`src/rtl/fetch_line_buffer.sv`:
```
// fetch_line_buffer: fetches 64-byte lines over Sysbus and streams 32-bit words to decode
// Ports: clk/reset (sync, active high), entry (start PC sampled in reset),
//   bus_req* request channel, bus_resp* response channel, redirect_valid/redirect_pc,
//   insn_valid/insn_ready/insn/insn_pc instruction stream, halt.
// Build option: define FETCH_HALT_ON_ZERO_EN to stop fetch at an all-zero word (halt=1).
`ifndef SYSBUS_READ
`define SYSBUS_READ 1'b1
`endif
`ifndef SYSBUS_MEMORY
`define SYSBUS_MEMORY 4'b0001
`endif
module fetch_line_buffer #(
  parameter int BUS_DATA_WIDTH = 64,
  parameter int BUS_TAG_WIDTH = 13
) (
  input  logic                      clk,
  input  logic                      reset,
  input  logic [63:0]               entry,
  output logic                      bus_reqcyc,
  output logic [BUS_DATA_WIDTH-1:0] bus_req,
  output logic [BUS_TAG_WIDTH-1:0]  bus_reqtag,
  input  logic                      bus_reqack,
  input  logic                      bus_respcyc,
  input  logic [BUS_DATA_WIDTH-1:0] bus_resp,
  input  logic [BUS_TAG_WIDTH-1:0]  bus_resptag,
  output logic                      bus_respack,
  input  logic                      redirect_valid,
  input  logic [63:0]               redirect_pc,
  output logic                      insn_valid,
  input  logic                      insn_ready,
  output logic [31:0]               insn,
  output logic [63:0]               insn_pc,
  output logic                      halt
);
  typedef enum logic [2:0] {IDLE, REQ, FILL, DRAIN, FLUSH, HALT} state_e;
  state_e state_q, state_d;
  logic [63:0] pc_q, pc_d;
  logic [2:0] cnt_q, cnt_d;
  logic [3:0] idx_q, idx_d;
  logic [BUS_DATA_WIDTH-1:0] beat_q [8];
  logic [31:0] word;
  logic zero_hit, fire, last, unused_ok;
  assign word = idx_q[0] ? beat_q[idx_q[3:1]][63:32] : beat_q[idx_q[3:1]][31:0];
`ifdef FETCH_HALT_ON_ZERO_EN
  assign zero_hit = state_q == DRAIN && word == '0;
  assign halt = state_q == HALT;
`else
  assign zero_hit = 1'b0;
  assign halt = 1'b0;
`endif
  assign insn_valid = state_q == DRAIN && !zero_hit;
  assign insn = insn_valid ? word : '0;
  assign insn_pc = insn_valid ? {pc_q[63:6], idx_q, 2'b00} : '0;
  assign bus_reqcyc = state_q == REQ;
  assign bus_req = bus_reqcyc ? BUS_DATA_WIDTH'({pc_q[63:6], 6'b0}) : '0;
  assign bus_reqtag = bus_reqcyc ? BUS_TAG_WIDTH'({`SYSBUS_READ, `SYSBUS_MEMORY, 8'b0}) : '0;
  assign bus_respack = bus_respcyc && (state_q == FILL || state_q == FLUSH);
  assign fire = insn_valid && insn_ready;
  assign last = fire && idx_q == 4'hf;
  assign unused_ok = ^{bus_resptag, pc_q[1:0]};
  always_comb begin
    state_d = state_q;
    pc_d = pc_q;
    cnt_d = cnt_q;
    idx_d = idx_q;
    case (state_q)
      IDLE: state_d = REQ;
      REQ: begin
        if (bus_reqack) cnt_d = '0;
        state_d = bus_reqack ? (redirect_valid ? FLUSH : FILL) : REQ;
      end
      FILL, FLUSH: begin
        // a redirect still has to drain the burst to 8 beats before re-requesting
        if (bus_respack) cnt_d = cnt_q + 3'd1;
        if (bus_respack && cnt_q == 3'd7) state_d = (state_q == FILL && !redirect_valid) ? DRAIN : REQ;
        else if (redirect_valid) state_d = FLUSH;
        idx_d = pc_q[5:2];
      end
      DRAIN: begin
        if (fire) idx_d = idx_q + 4'd1;
        if (last) pc_d = {pc_q[63:6] + 58'd1, 6'b0};
        state_d = (redirect_valid || last) ? REQ : zero_hit ? HALT : DRAIN;
      end
      default: ;
    endcase
    if (redirect_valid) pc_d = redirect_pc;
  end
  always_ff @(posedge clk) begin
    if (reset) begin
      state_q <= IDLE;
      pc_q <= entry;
      cnt_q <= '0;
      idx_q <= '0;
    end else begin
      state_q <= state_d;
      pc_q <= pc_d;
      cnt_q <= cnt_d;
      idx_q <= idx_d;
    end
    if (!reset && state_q == FILL && bus_respcyc) beat_q[cnt_q] <= bus_resp;
  end
endmodule
```
`config.mk`:
```
export PLATFORM = sky130hd
export DESIGN_NAME = fetch_line_buffer
export DESIGN_NICKNAME = d
export VERILOG_FILES = /design/src/rtl/fetch_line_buffer.sv
export SDC_FILE = /design/constraint.sdc
export NUM_CORES = 1
export LEC_CHECK = 0
export BUFFER_PORTS_ARGS = -buffer_cell sky130_fd_sc_hd__buf_2
export CAP_MARGIN = 0
export CORE_ASPECT_RATIO = 0.7
export CORE_MARGIN = 8
export CORE_UTILIZATION = 55
export CTS_CLUSTER_DIAMETER = 150
export CTS_CLUSTER_SIZE = 25
export DETAILED_ROUTE_END_ITERATION = 16
export HOLD_SLACK_MARGIN = 0.08
export PLACE_DENSITY = 0.76
export SLEW_MARGIN = 40
export SYNTH_ARGS = -nofsm -noshare
export SYNTH_HDL_FRONTEND = slang
export SYNTH_SLANG_ARGS = --single-unit
```
`constraint.sdc`:
```
create_clock -name clk -period 12.7 [get_ports clk]
set_input_delay 2.54 -clock clk [delete_from_list [all_inputs] [get_ports clk]]
set_output_delay 2.54 -clock clk [all_outputs]
set_load 0.05 [all_outputs]
```
==> impl_results.md, run 1 <==
- Max-Cap Viols: 0
- Setup_tns: 0 ns
- Root Buffer: clkbuf_16
- DR iter-0 viols: 1,665
- Total chip power: 3.63 mW
- Minimum clock period: 6.52 ns
- RD Place Congestion: 0.947
- CP required: 10.16 ns
- CP bufs+invs: 3
- Register area share after synthesis: 0.690
- Final setup fails: 0
- Crit path arrival time: between 3 and 4 ns
- Core Area: 45,300 sq um
- Final Hold Viols: 0
- Ratio of cells with drive above 1 in the final layout: 0.342
- Hold/Removal Path Class: register to register
- Max-Slew Margin vs Limit: 0.420
- Drc violations: 0
- Period utilisation layout: 0.513
- CP Max Fanout: 51
- Top Family by Delay on Critical Path: buffers and inverters
- Placed cell areas: 27,900 sq um
- Wirelength per Cell: 26.4 um
- Crit Path Category: register to output pin
- Post-Route WL: around 63,000 um
- Most used DFF post-synth: edfxtp_1
- CP endpoint kind: output pin
- Die W: 273 um
- Postcts setup bufs: 0
- Final Skew: around 0.024 ns
- Slowest stage delay, CP: about 0.78 ns
- CTS tree: done
- Cell Pwr Density: between 100 and 150 nW/um^2
- Worst Tran Pin Value: 0.870 ns
- Vias: 14,800
- Clock Latency Late Sink: 0.59 ns
- Via-to-Cell Ratio: roughly 6.2
- CP Launch Type: register
- Total track usage: 0.231
- Post-DRT Antenna Nets: 0
- Synthesized netlist cell count: 1,442
- H-tree depth: 1
- Drt first pass iters: 5
- Die ar.: between 50,000 and 60,000 sq um
- Initial antenna violation count: 12
- Peak supply drop: 0.101 mV
- Largest net degree at the start of global routing: 79
- CP cell instances: nand3b_1, inv_2, buf_4, and2_1, buf_2
- Clock-pin slew of the registers on the worst-case setup and hold paths: 0.11 ns
- Post-DP HPWL: 40,700 um
- Final Instance Area: 28,600 sq um
- Yosys cell types: 54
- Synth Cell Area: 25,300 sq um
- Gr ovfl total: 0
- Die Ht: 196 um
- Highest Clock Rate: around 0.15 GHz
- Area Growth Syn to Fin: 12.9%
- EDFF count, synth: 574
- CTS buffer count: 27
- # fillers: 3,198
- Vias in the first global route: 15,000
- Rows: 65
- Post-layout nets: 1,979
- Slowest CP cell: inv_2
- IO Pins: slightly below 400
- Yosys warns: 0
- Sink Count: 587
- Starting Density: 0.560
- Utilization after layout: 0.632
- First-pass GRT wire length: approximately 95,000 um
- Post-cts resize count: 0
- Clk buf depth: 3
- Number of register bits inferred by synthesis: 587
- I/O Buffers: 350
- Synthesized area per cell: 17.6 sq um
- RSZ-0062 raised after global routing: false
- Pleak: 9.82 nW
- Hold-fix buffers, CTS: 0
- Status: complete, no violations
- Post-synth ARST share: 0
- Final Max Tran Viols: 0
==> metal layers <==
layer  vias up  share of wire  track usage
li1       6365              -            -
met1      7632           0.41        0.333
met2       629           0.49        0.372
met3       108          0.078       0.0398
met4        16          0.022       0.0498
met5         -         0.0015            0
==> cells by family (layout without fill, tap and decap cells) <==
logic type,count (synthesis),in the layout,share of synthesized area
AO/OA/AOI/OAI,124,124,0.0321
XOR/XNOR,35,35,0.0121
adder cells (fa/ha/maj),4,4,0.00197
buffers and inverters,115,428,0.0214
flip-flops,587,587,0.690
multiplexers,186,186,0.153
other,1,25,0.000148
AND/OR/NAND/NOR,390,390,0.0894
==> final timing paths <==
path                    from  slack (ns)  cells past startpoint       end
setup / recovery  state_q[1]        6.18                      5  insn[31]
hold / removal      cnt_q[2]        0.56                      2  cnt_q[2]
setup reg to reg  state_q[1]        8.97                      7  register
hold reg to reg     cnt_q[2]        0.56                      2  cnt_q[2]
==> Yosys cell counts, types with 3 or more instances <==
cell type,instances,area share
edfxtp_1,574,0.68
mux4_2,160,0.14
and2_1,149,0.037
nand2_1,67,0.0099
clkbuf_1,61,0.0090
nor2_1,37,0.0055
o21ai_0,36,0.0071
nand3_1,30,0.0059
nand4_1,26,0.0064
buf_4,23,0.0068
a21oi_1,22,0.0043
nor3_1,22,0.0043
xor2_1,22,0.0076
a22oi_1,20,0.0059
mux2i_1,20,0.0079
buf_2,18,0.0036
and3_1,13,0.0032
dfxtp_1,13,0.010
xnor2_1,13,0.0045
o22ai_1,10,0.0025
inv_1,9,0.0013
or4_1,8,0.0024
a22o_1,6,0.0021
mux2_2,6,0.0027
o211ai_1,6,0.0018
a221o_1,5,0.0020
nand2b_1,5,0.0012
nor4_1,5,0.0012
a221oi_1,4,0.0014
ha_1,4,0.0020
nor3b_1,4,0.0012
or3_1,4,0.00099
a222oi_1,3,0.0012
a311oi_1,3,0.0010
a31oi_1,3,0.00074
buf_1,3,0.00044
==> placed cells by master (no fill, tap or decap), drive strengths merged, types with 3 or more instances in the layout <==
master / instances
conb: 20
mux4: 160
nor4: 9
nor3: 22
edfxtp: 574
and3: 13
dfxtp: 13
o21ai: 36
clkbuf: 37
a22o: 6
mux2i: 20
or3: 4
diode: 5
a31oi: 3
nor3b: 4
ha: 4
a221o: 5
a222oi: 3
o211ai: 6
nor2: 37
mux2: 6
a221oi: 4
nand3: 30
and2: 149
a21oi: 22
o22ai: 10
xor2: 22
or4: 9
xnor2: 13
a22oi: 20
nand2: 67
inv: 10
buf: 380
a311oi: 3
nand2b: 5
nand4: 30
==> per-stage QoR <==
step	instances	worst slack (ns)	hold slack, ns
2_1_floorplan	1461	4.70	0.493
3_3_place_gp	2332	6.86	0.523
3_5_place_dp	2338	6.85	0.549
4_1_cts	2377	6.19	0.563
5_1_grt	2380	5.93	0.608
6_report	2382	6.18	0.563
==> worst reg2reg max path, delay by kind of cell (launching register included) <==
kind,cells,cell delay (ns)
AO/OA/AOI/OAI,3,0.75
flip-flops,1,0.68
AND/OR/NAND/NOR,2,0.68
buffers and inverters,2,1.47
==> state kept, by name (all words and copies together), names as in the netlist, named ones only <==
name	count
cnt_q	3
state_q	3
beat_q	512
pc_q	62
idx_q	4
==> area by class of cell <==
type | count | area (sq um) | area share
Timing Repair Buffer | 380 | 2090 | 0.0731
Inverter | 9 | 33.8 | 0.00118
Clock inverter | 2 | 25.0 | 0.000875
Multi-Input combinational cell | 759 | 7470 | 0.261
Tap cell | 603 | 754 | 0.0264
Antenna cell | 5 | 12.5 | 0.000437
Clock buffer | 37 | 713 | 0.0249
Sequential cell | 587 | 17500 | 0.612
==> where the power goes <==
group | switching (mW) | total (mW) | internal, mW
Clock | 0.559 | 0.955 | 0.397
Combinational | 0.282 | 0.466 | 0.184
Sequential | 0.0583 | 2.21 | 2.15
Total | 0.899 | 3.63 | 2.73
Power figures use the tool's default switching activity.
==> inputs of run 2 (changes only) <==
clock period = 6.1 ns   (was 12.7 ns; I/O delays follow)
==> run 2 against run 1 <==
Effect of this change:
- total power grew 110%
- combinational power grew 110%
- largest power group unchanged
- sequential cell count is the same
- clock power grew 110%
- critical path depth is the same
- critical endpoint is now insn[12]
- sequential power grew 110%
==> impl_results.md, run 2 (same netlist as run 1, synthesis figures left out) <==
- Status: complete, no violations
- Setup slack at placement: 1.99 ns (-4.86 ns)
- Max-Cap Viols: 0 (unchanged)
- Total track usage: 0.227 (-0.00438)
- H-tree depth: 1 (unchanged)
- Top flop regs: beat_q (512), pc_q (62), idx_q (4)
- CP Max Fanout: 64 (+25%)
- CP endpoint kind: output pin
- Worst Tran Pin Value: 0.846 ns (-0.0247 ns)
- Final Max Tran Viols: 0 (unchanged)
- Starting Density: 0.560 (unchanged)
- DR iter-0 viols: 1,466 (-12%)
- Reg2Reg Setup Slack: 3.00 ns (-5.97 ns)
- Period utilisation layout: 0.746
- Drt first pass iters: 5 (unchanged)
- RR Endpoint: beat_q[7][53]
- Biggest register: beat_q
- Clk buf depth: 3 (unchanged)
- Hold/Removal Path Class: register to register
- WHS Path Cells: 2 (unchanged)
- I/O Buffers: 350 (unchanged)
- Final Skew: 0.0333 ns (+0.00904 ns)
- Initial antenna violation count: 9 (-3)
- RR Startpoint: state_q[1]
- Most frequent cells in the layout: edfxtp_1 (574), buf_2 (350), mux4_2 (160), and2_1 (149), nand2_1 (67)
- Vias: 14,700 (-0.28%)
- Reg power frac: 0.608 (about the same)
- Power Internal: 5.70 mW (+110%)
- NetSw: 1.88 mW (+110%)
- Sink Count: 587 (unchanged)
- Post-cts resize count: 0 (unchanged)
- IO Pins: 388 (unchanged)
- Rows: 65 (unchanged)
- RSZ-0062 raised after global routing: false
- CP required: 4.88 ns (-5.28 ns)
- CTS tree: done
- Core Area: 45,300 sq um (unchanged)
- Final Hold Viols: 0 (unchanged)
- Setup_tns: 0 ns (unchanged)
- Die W: 273 um (unchanged)
- Post-layout nets: 1,981 (+0.10%)
- Clock network power share: 0.263 (about the same)
- Pleak: 9.82 nW (about the same)
- Reg2reg path depth: 5 (-2)
- RD Place Congestion: 0.973 (+2.7%)
- Max-Slew Margin vs Limit: 0.432 (+0.0121)
- Root Buffer: clkbuf_16
- Post-Route WL: 62,100 um (-1.2%)
- Area Growth Syn to Fin: 12.9% (about the same)
- Largest net degree at the start of global routing: 73 (-7.6%)
- Clock Latency Late Sink: 0.60 ns (about the same)
- Final setup fails: 0 (unchanged)
- Crit Path Category: register to output pin
- Vias in the first global route: 15,000 (-0.16%)
- Gr ovfl total: 0 (unchanged)
- Cell Pwr Density: 265 nW/um^2 (+110%)
- Drc violations: 0 (unchanged)
- Utilization after layout: 0.632 (about the same)
- Die Ht: 196 um (unchanged)
- First-pass GRT wire length: 93,100 um (-1.5%)
- Sw Share: 0.248 (+0.000587)
- CTS buffer count: 27 (unchanged)
- Combinational power share: 0.129 (about the same)
- Post-route setup slack: 1.55 ns (-4.63 ns)
- Peak supply drop: 0.304 mV (+200%)
- Postcts setup bufs: 0 (unchanged)
- Crit path arrival time: 3.33 ns (-0.65 ns)
- CP Launch Type: register
- Post-DRT Antenna Nets: 0 (unchanged)
- Max reg flops: 512 (unchanged)
- Wirelength per Cell: 26.1 um (-1.2%)
- Hold-fix buffers, CTS: 0 (unchanged)
- Via-to-Cell Ratio: 6.18 (-0.24%)
- Most common library cell in the layout ignoring fill and taps: edfxtp_1
- Ratio of cells with drive above 1 in the final layout: 0.343 (+0.000741)
- Worst hold start: idx_q[1]
- Die ar.: 53,300 sq um (unchanged)
- Minimum clock period: 4.55 ns
- Post-DP HPWL: 40,900 um (+0.44%)
- Highest Clock Rate: 0.220 GHz
- Clock-pin slew of the registers on the worst-case setup and hold paths: 0.10 ns (about the same)
==> run 2: cell count changes in the layout (fill, tap and decap cells not counted), sizes merged <==
cell   previous run  this run
buf             380       382
diode             5         2
==> run 2: through the flow <==
| step | hold WS (ns) | cells | cell area (sq um) | power, mW |
|---|---|---|---|---|
| finish | 0.550 | 2381 | 28600 | 7.58 |
| global route | 0.586 | 2381 | 28600 | 7.83 |
| floorplan | 0.505 | 1461 | 25400 | 5.36 |
| CTS | 0.551 | 2378 | 28600 | 7.62 |
| detailed placement | 0.536 | 2339 | 27900 | 5.68 |
| global placement | 0.520 | 2336 | 27800 | 5.65 |
==> run 2: power by group through the flow <==
stage	combinational (mW)	clock, mW	sequential, mW
floorplan	0.736	0	4.63
global placement	0.947	0	4.70
detailed placement	0.982	0	4.69
CTS	0.985	2.03	4.60
global route	1.05	2.16	4.62
finish	0.979	1.99	4.61
==> run 2: layer usage <==
metal,share of wire,track usage
met1,0.41,0.319
met2,0.49,0.367
met3,0.083,0.0497
met4,0.018,0.0451
met5,0.0015,0
==> run 2: worst max-delay path, cell delays in order (launching register included) <==
cell and delay (ns):
dfxtp_4 0.73, buf_12 0.51, mux4_2 0.59, mux4_2 0.50, and2_1 0.17, buf_2 0.20
==> run 2: how the worst max path moves through the flow <==
stage / to / slack, ns / depth (start not counted)
6_report: insn[12] / 1.55 / 5
5_1_grt: insn[6] / 1.32 / 5
4_1_cts: insn[28] / 1.42 / 5
3_5_place_dp: beat_q[7][21] / 1.99 / 7
3_3_place_gp: beat_q[2][21] / 2.02 / 7
2_1_floorplan: beat_q[6][0] / 1.14 / 5
==> run 2: final cells by class <==
class / count / area [sq um]
multi-input combinational: 759 / 7480
inverter: 9 / 33.8
tap: 603 / 754
clock buffer: 37 / 713
fill: 3210 / 16700
clock inverter: 2 / 25.0
antenna: 2 / 5.00
sequential: 587 / 17500
timing repair buffer: 382 / 2110
==> inputs of run 3 (changes only) <==
clock period = 4.3 ns   (was 6.1 ns; I/O delays follow)
==> run 3 against run 2 <==
Effect of this change:
- sequential share of layout area is 0.39 points lower
- largest cell class unchanged
- die area stayed put
- register-to-register slack worse by 1.8 ns
- clock skew grew 0.0077 ns
- wire length is 2.7% higher
- sequential cell count unchanged
- non-clock buffer count grew 12
- first-iteration DRC count fell by 0.55%
- via count increased by 0.87%
- highest routed layer unchanged
- utilization up 0.40 points
==> impl_results.md, run 3 (same netlist as run 1, synthesis figures left out) <==
- Status: complete, no violations
- H-tree depth: 1 (unchanged)
- CP endpoint kind: output pin
- Placed cell areas: 28,000 sq um (+0.53%)
- CP required: 3.44 ns (-1.44 ns)
- Highest Clock Rate: 0.252 GHz
- Hold-fix buffers, CTS: 0 (unchanged)
- Slowest stage delay, CP: 0.72 ns (about the same)
- Drt first pass iters: 6 (+1)
- Setup_tns: 0 ns (unchanged)
- Top flop regs: beat_q (512), pc_q (62), idx_q (4)
- Crit-path most repeated cell: buf_4
- Final setup fails: 0 (unchanged)
- Worst hold start: bus_resp[23]
- CP Max Fanout: 55 (-14%)
- IO Pins: 388 (unchanged)
- Post-layout nets: 1,993 (+0.61%)
- Max-Slew Margin vs Limit: 0.406 (-0.0260)
- RD Place Congestion: 0.956 (-1.7%)
- Crit path arrival time: 3.11 ns (-0.22 ns)
- Max reg flops: 512 (unchanged)
- Crit Path Category: register to output pin
- Hold/Removal Path Class: primary input to register
- FF/Latch Area: 17,500 sq um (unchanged)
- Post-Route WL: 63,800 um (+2.7%)
- Gr ovfl total: 0 (unchanged)
- DR iter-0 viols: 1,458 (-0.55%)
- Largest net degree at the start of global routing: 65 (-11%)
- Total track usage: 0.232 (+0.00459)
- Root Buffer: clkbuf_16
- Die Ht: 196 um (unchanged)
- Ratio of cells with drive above 1 in the final layout: 0.345 (+0.00229)
- Peak supply drop: 0.327 mV (+7.5%)
- RR Startpoint: state_q[1]
- Core Area: 45,300 sq um (unchanged)
- Pleak: 9.90 nW (+0.87%)
- Final Instance Area: 28,800 sq um (+0.64%)
- Area Growth Syn to Fin: 13.7%
- Postcts setup bufs: 0 (unchanged)
- Final Hold Viols: 0 (unchanged)
- Worst Tran Pin Value: 0.890 ns (+0.0446 ns)
- Most common library cell in the layout ignoring fill and taps: edfxtp_1
- Initial antenna violation count: 14 (+5)
- Minimum clock period: 3.97 ns
- CP cell instances: nand3b_1, buf_4, inv_2, buf_4, and2_1, buf_2
- Drc violations: 0 (unchanged)
- Sink Count: 587 (unchanged)
- Launch point of the worst path: state_q[1]
- Post-cts resize count: 0 (unchanged)
- Clk buf depth: 3 (unchanged)
- Clock Latency Late Sink: 0.60 ns (about the same)
- Biggest register: beat_q
- RSZ-0062 raised after global routing: false
- Vias: 14,800 (+0.87%)
- Slowest CP cell: dfxtp_1
- Starting Density: 0.560 (unchanged)
- Period utilisation layout: 0.924
- I/O Buffers: 350 (unchanged)
- Multi-input combinational cell area: 7480 sq um (unchanged)
- CTS buffer count: 27 (unchanged)
- Clock-pin slew of the registers on the worst-case setup and hold paths: 0.10 ns (about the same)
- Most frequent cells in the layout: edfxtp_1 (574), buf_2 (350), mux4_2 (160), and2_1 (149), nand2_1 (67)
- Die W: 273 um (unchanged)
- CTS tree: done
- Die ar.: 53,300 sq um (unchanged)
- Post-DP HPWL: 42,000 um (+2.6%)
- # fillers: 3,184 (-0.81%)
- Wirelength per Cell: 26.5 um (+1.5%)
- Total chip power: 10.8 mW (+43%)
- Vias in the first global route: 14,800 (-1.2%)
- Final Skew: 0.0409 ns (+0.00768 ns)
- Final Max Tran Viols: 0 (unchanged)
- First-pass GRT wire length: 94,700 um (+1.6%)
- Post-DRT Antenna Nets: 0 (unchanged)
- Rows: 65 (unchanged)
- Cell Pwr Density: 375 nW/um^2 (+42%)
- Max-Cap Viols: 0 (unchanged)
- Via-to-Cell Ratio: 6.16 (-0.30%)
- CP Launch Type: register
## run 3: worst paths after layout
| check | end | cells past startpoint | slack (ns) |
|---|---|---|---|
| setup / recovery | insn[2] | 6 | 0.33 |
| hold / removal | beat_q[3][23] | 1 | 0.54 |
| setup reg to reg | beat_q[7][32] | 6 | 1.18 |
| hold reg to reg | idx_q[1] | 2 | 0.55 |
## run 3: final cells by class
cell class | count | share of cell area
multi-input cells | 759 | 0.260
inverters | 9 | 0.00117
diodes | 7 | 0.000608
well taps | 603 | 0.0262
flip-flops and latches | 587 | 0.608
repair buffers | 394 | 0.0776
clock buffers | 48 | 0.0262
clock inverters | 2 | 0.000869
## run 3: through the flow
step / hold WS (ns) / utilization / std cells / worst slack [ns]
floorplan: 0.505 / - / 1461 / -0.301
global placement: 0.521 / 0.616 / 2348 / 0.784
detailed placement: 0.531 / 0.618 / 2352 / 0.924
CTS: 0.493 / 0.636 / 2402 / 0.278
global route: 0.502 / 0.636 / 2408 / 0.167
finish: 0.535 / 0.636 / 2409 / 0.327
## run 3: worst max-delay path: cells and delay by family (launching register included)
kind | cells | cell delay (ns)
simple gates | 2 | 0.34
buf+inv | 4 | 1.45
flops | 1 | 0.72
## run 3: report_power, final
group,internal [mW],switching [mW]
Sequential,6.36,0.173
Clock,1.21,1.67
Combinational,0.556,0.839
## run 3: metal layers
layer,routed length (um),up-vias,global-route usage
met5,73,-,0
met4,1050,12,0.0473
met3,5010,91,0.0399
met2,31400,638,0.375
met1,26200,7687,0.332
li1,-,6408,-
